===== config.mk =====
export PLATFORM = sky130hd
export DESIGN_NAME = tcm_boot_loader
export DESIGN_NICKNAME = d
export VERILOG_FILES = /design/src/rtl/tcm_boot_loader_pkg.sv /design/src/rtl/tcm_word_packer.sv /design/src/rtl/tcm_boot_loader.sv
export SDC_FILE = /design/constraint.sdc
export NUM_CORES = 1
export LEC_CHECK = 0
export ABC_CLOCK_PERIOD_IN_PS = 2470
export CORE_ASPECT_RATIO = 0.8
export CORE_MARGIN = 3
export CORE_UTILIZATION = 50
export CTS_BUF_LIST = sky130_fd_sc_hd__clkbuf_16
export DETAILED_ROUTE_END_ITERATION = 16
export GPL_TIMING_DRIVEN = 0
export HOLD_SLACK_MARGIN = 0.08
export PLACE_DENSITY = 0.89
export SETUP_SLACK_MARGIN = 0.2
export SLEW_MARGIN = 20
export SYNTH_ARGS = -nofsm -noshare
export SYNTH_HDL_FRONTEND = slang
export SYNTH_SLANG_ARGS = --single-unit
export TNS_END_PERCENT = 5

===== constraint.sdc =====
create_clock -name clk -period 2.47 [get_ports clk]
set_clock_uncertainty 0.05 [all_clocks]
set_input_delay 0.494 -clock clk [delete_from_list [all_inputs] [get_ports clk]]
set_output_delay 0.494 -clock clk [all_outputs]
set_load 0.1 [all_outputs]

===== src/rtl/tcm_boot_loader_pkg.sv =====
// Shared types and helpers for the TCM boot loader: FSM state encoding,
// core reset-vector width and the bytes-per-word helper.
package tcm_boot_loader_pkg;

    // Matches the core's reset-vector width from the shared core defines.
    localparam int PC_SIZE = 32;

    typedef enum logic [1:0] {
        ST_FILL = 2'd0,
        ST_LOAD = 2'd1,
        ST_PAD  = 2'd2,
        ST_DONE = 2'd3
    } state_e;

    function automatic int bpw(input int dw);
        return dw / 8;
    endfunction

endpackage


===== src/rtl/tcm_word_packer.sv =====
// Packs an accepted byte stream into DW-bit words; emits a combinational
// word-valid pulse on the final lane or on the last byte (zero-filled tail).
module tcm_word_packer
    import tcm_boot_loader_pkg::*;
#(
    parameter int DW        = 32,
    parameter int BYTE_SWAP = 0
) (
    input  logic          clk,
    input  logic          rst_n,
    input  logic          byte_vld,
    input  logic [7:0]    byte_data,
    input  logic          byte_last,
    output logic          word_vld,
    output logic [DW-1:0] word_data
);

    localparam int BPW = bpw(DW);
    localparam int LW  = (BPW > 1) ? $clog2(BPW) : 1;

    logic [LW-1:0] lane_q, lane_d;
    logic [DW-1:0] lanes_q, lanes_d;
    logic          last_lane_s;

    // Merge the incoming byte into its lane and decide when a word is complete
    always_comb begin
        word_data = lanes_q;
        for (int k = 0; k < BPW; k++) begin
            word_data[((BYTE_SWAP != 0) ? (BPW - 1 - k) : k) * 8 +: 8] =
                (lane_q == LW'(k)) ? byte_data
                                   : lanes_q[((BYTE_SWAP != 0) ? (BPW - 1 - k) : k) * 8 +: 8];
        end
        last_lane_s = (lane_q == LW'(BPW - 1));
        word_vld    = byte_vld && (last_lane_s || byte_last);
        lane_d      = lane_q;
        lanes_d     = lanes_q;
        // Clearing after each word is what leaves unfilled lanes of a short tail at zero.
        if (word_vld) begin
            lane_d  = {LW{1'b0}};
            lanes_d = {DW{1'b0}};
        end else if (byte_vld) begin
            lane_d  = lane_q + LW'(1);
            lanes_d = word_data;
        end else begin
            lane_d  = lane_q;
            lanes_d = lanes_q;
        end
    end

    // Lane counter and partially assembled word
    always_ff @(posedge clk or negedge rst_n) begin
        if (!rst_n) begin
            lane_q  <= {LW{1'b0}};
            lanes_q <= {DW{1'b0}};
        end else begin
            lane_q  <= lane_d;
            lanes_q <= lanes_d;
        end
    end

endmodule


===== src/rtl/tcm_boot_loader.sv =====
// Boot loader: fills DTCM with a constant, streams a byte image into ITCM,
// then releases the core. Optional ITCM zero-padding: TCM_BOOT_LOADER_PAD_EN.
module tcm_boot_loader
    import tcm_boot_loader_pkg::*;
#(
    parameter int                  DW         = 32,
    parameter int                  ITCM_AW    = 12,
    parameter int                  ITCM_DEPTH = 3500,
    parameter int                  DTCM_AW    = 12,
    parameter int                  DTCM_DEPTH = 3500,
    parameter logic [DW-1:0]       DTCM_FILL  = {{(DW-1){1'b0}}, 1'b1},
    parameter int                  BYTE_SWAP  = 0,
    parameter logic [PC_SIZE-1:0]  RESET_PC   = 32'h0000_0080
) (
    input  logic                 clk,
    input  logic                 rst_n,
    input  logic                 s_valid,
    output logic                 s_ready,
    input  logic [7:0]           s_data,
    input  logic                 s_last,
    output logic                 itcm_cs,
    output logic                 itcm_we,
    output logic [ITCM_AW-1:0]   itcm_addr,
    output logic [DW-1:0]        itcm_wdata,
    output logic                 dtcm_cs,
    output logic                 dtcm_we,
    output logic [DTCM_AW-1:0]   dtcm_addr,
    output logic [DW-1:0]        dtcm_wdata,
    output logic                 core_rst_n,
    output logic [PC_SIZE-1:0]   pc_rtvec,
    output logic                 done,
    output logic                 err
);

    // One extra bit so the word count can reach ITCM_DEPTH == 2^ITCM_AW without wrapping.
    localparam int                 CW        = ITCM_AW + 1;
    localparam logic [CW-1:0]      ITCM_END  = CW'(ITCM_DEPTH);
    localparam logic [DTCM_AW-1:0] FILL_LAST = DTCM_AW'(DTCM_DEPTH - 1);

    state_e               state_q, state_d;
    logic [DTCM_AW-1:0]   fill_cnt_q, fill_cnt_d;
    logic [CW-1:0]        wcnt_q, wcnt_d;
    logic                 itcm_we_q, itcm_we_d;
    logic [ITCM_AW-1:0]   itcm_addr_q, itcm_addr_d;
    logic [DW-1:0]        itcm_wdata_q, itcm_wdata_d;
    logic                 dtcm_we_q, dtcm_we_d;
    logic [DTCM_AW-1:0]   dtcm_addr_q, dtcm_addr_d;
    logic [DW-1:0]        dtcm_wdata_q, dtcm_wdata_d;
    logic                 s_ready_q, s_ready_d;
    logic                 core_rst_n_q, core_rst_n_d;
    logic                 done_q, done_d;
    logic                 err_q, err_d;

    logic                 hs_s;
    logic                 full_s;
    logic                 word_vld_s;
    logic [DW-1:0]        word_s;

    assign hs_s   = s_valid && s_ready_q;
    assign full_s = (wcnt_q == ITCM_END);

    tcm_word_packer #(
        .DW        (DW),
        .BYTE_SWAP (BYTE_SWAP)
    ) u_packer (
        .clk       (clk),
        .rst_n     (rst_n),
        .byte_vld  (hs_s),
        .byte_data (s_data),
        .byte_last (s_last),
        .word_vld  (word_vld_s),
        .word_data (word_s)
    );

    // Next-state and next-output logic for FILL -> LOAD -> (PAD) -> DONE
    always_comb begin
        state_d      = state_q;
        fill_cnt_d   = fill_cnt_q;
        wcnt_d       = wcnt_q;
        itcm_we_d    = 1'b0;
        itcm_addr_d  = itcm_addr_q;
        itcm_wdata_d = itcm_wdata_q;
        dtcm_we_d    = 1'b0;
        dtcm_addr_d  = dtcm_addr_q;
        dtcm_wdata_d = dtcm_wdata_q;
        err_d        = err_q;
        case (state_q)
            ST_FILL: begin
                dtcm_we_d    = 1'b1;
                dtcm_addr_d  = fill_cnt_q;
                dtcm_wdata_d = DTCM_FILL;
                if (fill_cnt_q == FILL_LAST) begin
                    state_d = ST_LOAD;
                end else begin
                    fill_cnt_d = fill_cnt_q + DTCM_AW'(1);
                end
            end
            ST_LOAD: begin
                // Once ITCM is full the stream keeps draining but every byte is dropped.
                if (hs_s && full_s) begin
                    err_d = 1'b1;
                end else begin
                    err_d = err_q;
                end
                if (word_vld_s && !full_s) begin
                    itcm_we_d    = 1'b1;
                    itcm_addr_d  = wcnt_q[ITCM_AW-1:0];
                    itcm_wdata_d = word_s;
                    wcnt_d       = wcnt_q + CW'(1);
                end else begin
                    wcnt_d = wcnt_q;
                end
                if (hs_s && s_last) begin
`ifdef TCM_BOOT_LOADER_PAD_EN
                    state_d = (wcnt_d == ITCM_END) ? ST_DONE : ST_PAD;
`else
                    state_d = ST_DONE;
`endif
                end else begin
                    state_d = ST_LOAD;
                end
            end
            ST_PAD: begin
`ifdef TCM_BOOT_LOADER_PAD_EN
                if (full_s) begin
                    state_d = ST_DONE;
                end else begin
                    itcm_we_d    = 1'b1;
                    itcm_addr_d  = wcnt_q[ITCM_AW-1:0];
                    itcm_wdata_d = {DW{1'b0}};
                    wcnt_d       = wcnt_q + CW'(1);
                    state_d      = (wcnt_d == ITCM_END) ? ST_DONE : ST_PAD;
                end
`else
                state_d = ST_DONE;
`endif
            end
            ST_DONE: begin
                state_d = ST_DONE;
            end
            default: begin
                state_d = ST_FILL;
            end
        endcase
        // Ready follows LOAD one cycle late, so it never overlaps the last DTCM write.
        s_ready_d    = (state_q == ST_LOAD) && (state_d == ST_LOAD);
        core_rst_n_d = (state_q == ST_DONE);
        done_d       = (state_q == ST_DONE);
    end

    // State, counters and registered outputs
    always_ff @(posedge clk or negedge rst_n) begin
        if (!rst_n) begin
            state_q      <= ST_FILL;
            fill_cnt_q   <= {DTCM_AW{1'b0}};
            wcnt_q       <= {CW{1'b0}};
            itcm_we_q    <= 1'b0;
            itcm_addr_q  <= {ITCM_AW{1'b0}};
            itcm_wdata_q <= {DW{1'b0}};
            dtcm_we_q    <= 1'b0;
            dtcm_addr_q  <= {DTCM_AW{1'b0}};
            dtcm_wdata_q <= {DW{1'b0}};
            s_ready_q    <= 1'b0;
            core_rst_n_q <= 1'b0;
            done_q       <= 1'b0;
            err_q        <= 1'b0;
        end else begin
            state_q      <= state_d;
            fill_cnt_q   <= fill_cnt_d;
            wcnt_q       <= wcnt_d;
            itcm_we_q    <= itcm_we_d;
            itcm_addr_q  <= itcm_addr_d;
            itcm_wdata_q <= itcm_wdata_d;
            dtcm_we_q    <= dtcm_we_d;
            dtcm_addr_q  <= dtcm_addr_d;
            dtcm_wdata_q <= dtcm_wdata_d;
            s_ready_q    <= s_ready_d;
            core_rst_n_q <= core_rst_n_d;
            done_q       <= done_d;
            err_q        <= err_d;
        end
    end

    assign s_ready    = s_ready_q;
    assign itcm_cs    = itcm_we_q;
    assign itcm_we    = itcm_we_q;
    assign itcm_addr  = itcm_addr_q;
    assign itcm_wdata = itcm_wdata_q;
    assign dtcm_cs    = dtcm_we_q;
    assign dtcm_we    = dtcm_we_q;
    assign dtcm_addr  = dtcm_addr_q;
    assign dtcm_wdata = dtcm_wdata_q;
    assign core_rst_n = core_rst_n_q;
    assign done       = done_q;
    assign err        = err_q;
    assign pc_rtvec   = RESET_PC;

endmodule


==> flow_metrics.env <==
export IMPL_cts_sinks=123
export IMPL_antenna_left=0
export IMPL_cp_start_kind="flop"
export IMPL_io_pins=140
export IMPL_synth_distinct_cells=41
export IMPL_final_layout_size_suffix_gt1_share_pct=24.6
export IMPL_ys_ff_latch=123
export IMPL_ir_drop_uv=455
export IMPL_synth_compound_area_share_pct=12.8
export IMPL_dr_first_iter_drc_count=285
export IMPL_dp_cells=789
export IMPL_crit_fanout=10
export IMPL_drv_cap=0
export IMPL_muxShareOfSynthArea_pct=8.07
export IMPL_tns_ns=0
export IMPL_insertion_delay_ns=0.40
export IMPL_synth_top_family_by_area="compound AO/OA/AOI/OAI gates"
export IMPL_gp_congestion=0.831
export IMPL_finalCritPeriodShare_pct=90.8
export IMPL_rows=34
export IMPL_final_util_pct=67.8
export IMPL_dpl_cell_area_sq_um=6980
export IMPL_root_buffer="clkbuf_16"
export IMPL_htree_num_levels=4
export IMPL_seq_area_frac_synth_pct=53.2
export IMPL_cts_reportedPaths_clkPinSlew_ns=0.05
export IMPL_grt_use_total_pct=20.7
export IMPL_ff2ff_path_depth=6
export IMPL_syn_to_final_growth_pct=29.7
export IMPL_final_hold_viol_count=0
export IMPL_synth_edf_count=0
export IMPL_synthAdderAreaFrac_pct=1.52
export IMPL_tightest_slew_ns=0.999
export IMPL_ys_flop_type="dfrtp_1"
export IMPL_grt_max_degree=86
export IMPL_grt_pass1_wl_um=21200
export IMPL_diodes=0
export IMPL_syn_avg_cell_area_sq_um=11.4
export IMPL_antenna_found_initial=0
export IMPL_nFillCells=832
export IMPL_fp_dieW_um=126
export IMPL_finalCriticalPeriod_ns=2.24
export IMPL_gr_total_overflow=0
export IMPL_hp_class="flop to flop"
export IMPL_fmax_mhz=446
export IMPL_yosys_warnings=0
export IMPL_cts_tree="yes"
export IMPL_dp_hpwl_um=9070
export IMPL_grt_pass1_vias=4182
export IMPL_initial_core_util_pct=52.3
export IMPL_die_area_sq_um=12900
export IMPL_nNetsFinal=689
export IMPL_synthXorXnorAreaFrac_pct=3.18
export IMPL_crit_arrival_ns=2.46
export IMPL_rsz0062_at_grt="yes"
export IMPL_die_height_um=102
export IMPL_fin_area_sq_um=7490
export IMPL_relSlewSlack_pct=33.7
export IMPL_whs_ns=0.413
export IMPL_vias=4214
export IMPL_crit_type="flop to flop"
export IMPL_post_route_drc_count=0
export IMPL_stdcell_count=827
export IMPL_drt_first_pass_iters=5
export IMPL_slew_viol_final=0
export IMPL_viasPerCell=5.10
export IMPL_drt_total_wl_um=13000
export IMPL_required_ns=2.69
export IMPL_status="finished, final reports clean"
export IMPL_yosys_area_share_simple_pct=9.72
export IMPL_cts_buffers=17
export IMPL_syn_inst=507
export IMPL_async_flop_share_pct=100
export IMPL_crit_path_end_kind="flop"
export IMPL_p_leak_nw=4.02
export IMPL_port_buffers=76
export IMPL_hold_path_depth=1
export IMPL_setup_viol=0
export IMPL_clk_path_buf_depth=2
export IMPL_synth_cell_area_sq_um=5780
export IMPL_avgRoutedWirePerCell_um=15.8
export IMPL_power_per_cell_area_nw_per_um2=643
export IMPL_coreArea_sq_um=11100
-- logic make-up after synthesis --
family | Yosys count
fa+ha+maj | 7
other cells | 2
simple gates | 107
flops | 123
buf+inv | 99
mux | 45
compound gates | 103
xor+xnor | 21
-- critical path, stage by stage, from the launching register on --
cell and delay, ns:
dfrtp_2 0.41, or4b_4 0.56, or4_4 0.57, buf_8 0.16, buf_6 0.16, a21oi_2 0.14
a21oi_1 0.05
-- power by group --
group          leakage, nW  switching [mW]  internal, mW  total, mW
combinational         2.09           0.516         0.112      0.627
sequential            1.66         0.00171          2.02       2.02
clock                0.267           0.831          1.34       2.17
total                 4.02            1.35          3.47       4.82
-- through the flow --
stage               power [mW]  worst slack, ns
global route              4.97            0.120
detailed placement        2.68           -0.685
global placement          2.67            -3.98
CTS                       4.84            0.207
finish                    4.82            0.228
floorplan                 2.59            0.212
-- path summary, 6_finish.rpt --
| kind | start | end | slack [ns] |
|---|---|---|---|
| max | wcnt_q[4]$_DFFE_PN0P_ | itcm_wdata[30]$_DFFE_PN0P_ | 0.23 |
| min | dtcm_wdata[0]$_DFFE_PN0P_ | dtcm_wdata[0]$_DFFE_PN0P_ | 0.41 |
| max reg2reg | wcnt_q[4]$_DFFE_PN0P_ | itcm_wdata[30]$_DFFE_PN0P_ | 0.23 |
| min reg2reg | dtcm_wdata[0]$_DFFE_PN0P_ | dtcm_wdata[0]$_DFFE_PN0P_ | 0.41 |
| max in group asynchronous | rst_n | s_ready$_DFF_PN0_ | 1.11 |
| min in group asynchronous | rst_n | itcm_wdata[24]$_DFFE_PN0P_ | 0.50 |
-- synth_stat cells (all sizes together) (2+ instances only) --
library cell,count,area [sq um]
a21oi,65,434
a22o,24,210
and2,10,62.6
and3,7,43.8
buf,81,588
clkbuf,10,37.5
conb,2,7.51
dfrtp,123,3080
ha,7,87.6
inv,8,30.0
mux2,13,146
mux2i,32,320
nand2,42,158
nand2b,4,25.0
nand3,12,60.1
nand3b,2,15.0
nand4,4,25.0
nand4bb,2,22.5
nor2,7,26.3
nor3,5,25.0
nor4,3,25.0
o21ai,9,45.0
or2,3,18.8
or4,3,26.3
xnor2,12,105
xor2,9,78.8
-- sequential cells by signal, summed over array words and instances, names as in the netlist, 2 cells and up --
| register | count |
|---|---|
| dtcm_addr | 12 |
| fill_cnt_q | 12 |
| itcm_addr | 12 |
| u_packer.lane_q | 2 |
| u_packer.lanes_q | 32 |
| state_q | 2 |
| itcm_wdata | 32 |
| wcnt_q | 13 |
-- cell type report --
cell class / count / area (sq um) / share of cell area, %
flip-flops and latches: 123 / 3080 / 41.1
plain buffers: 91 / 642 / 8.56
repair buffers: 83 / 753 / 10.1
multi-input cells: 346 / 2290 / 30.5
clock inverters: 15 / 92.6 / 1.24
well taps: 144 / 180 / 2.40
clock buffers: 17 / 425 / 5.68
inverters: 8 / 30.0 / 0.401
-- metal layers --
layer	vias up	part of all wire [%]	GRT usage, %
li1	1948	-	-
met1	2085	44	27.5
met2	170	49	33.7
met3	11	6.5	5.38
met4	0	0.63	6.60
met5	-	0	0
-- layout by cell type, fill, tap and decap left out, types with 9 or more instances in the layout --
master / netlist / routed
conb_1: 2 / 63
mux2i_1: 32 / 32
buf_4: 66 / 74
dfrtp_1: 123 / 119
xor2_1: 9 / 9
nand2_1: 42 / 42
a22o_1: 24 / 24
a21oi_2: 29 / 29
a21oi_1: 36 / 36
and2_1: 10 / 10
xnor2_1: 12 / 12
inv_1: 8 / 11
clkdlybuf4s50_1: 0 / 10
dlygate4sd2_1: 0 / 63
mux2_2: 13 / 13
nand3_1: 12 / 12
clkbuf_16: 0 / 17
-- what timing repair did --
| item | 4_1_cts | 5_1_grt |
|---|---|---|
| setup buffers | 1 | 4 |
| pin swaps | 0 | 2 |
| resized for setup | 73 | 10 |
| hold buffers | 1 | 0 |
| endpoints found under the setup margin | 102 | 55 |
| endpoints found under the hold margin | 38 | 0 |
Note: power is estimated with default switching activity, not from simulation.
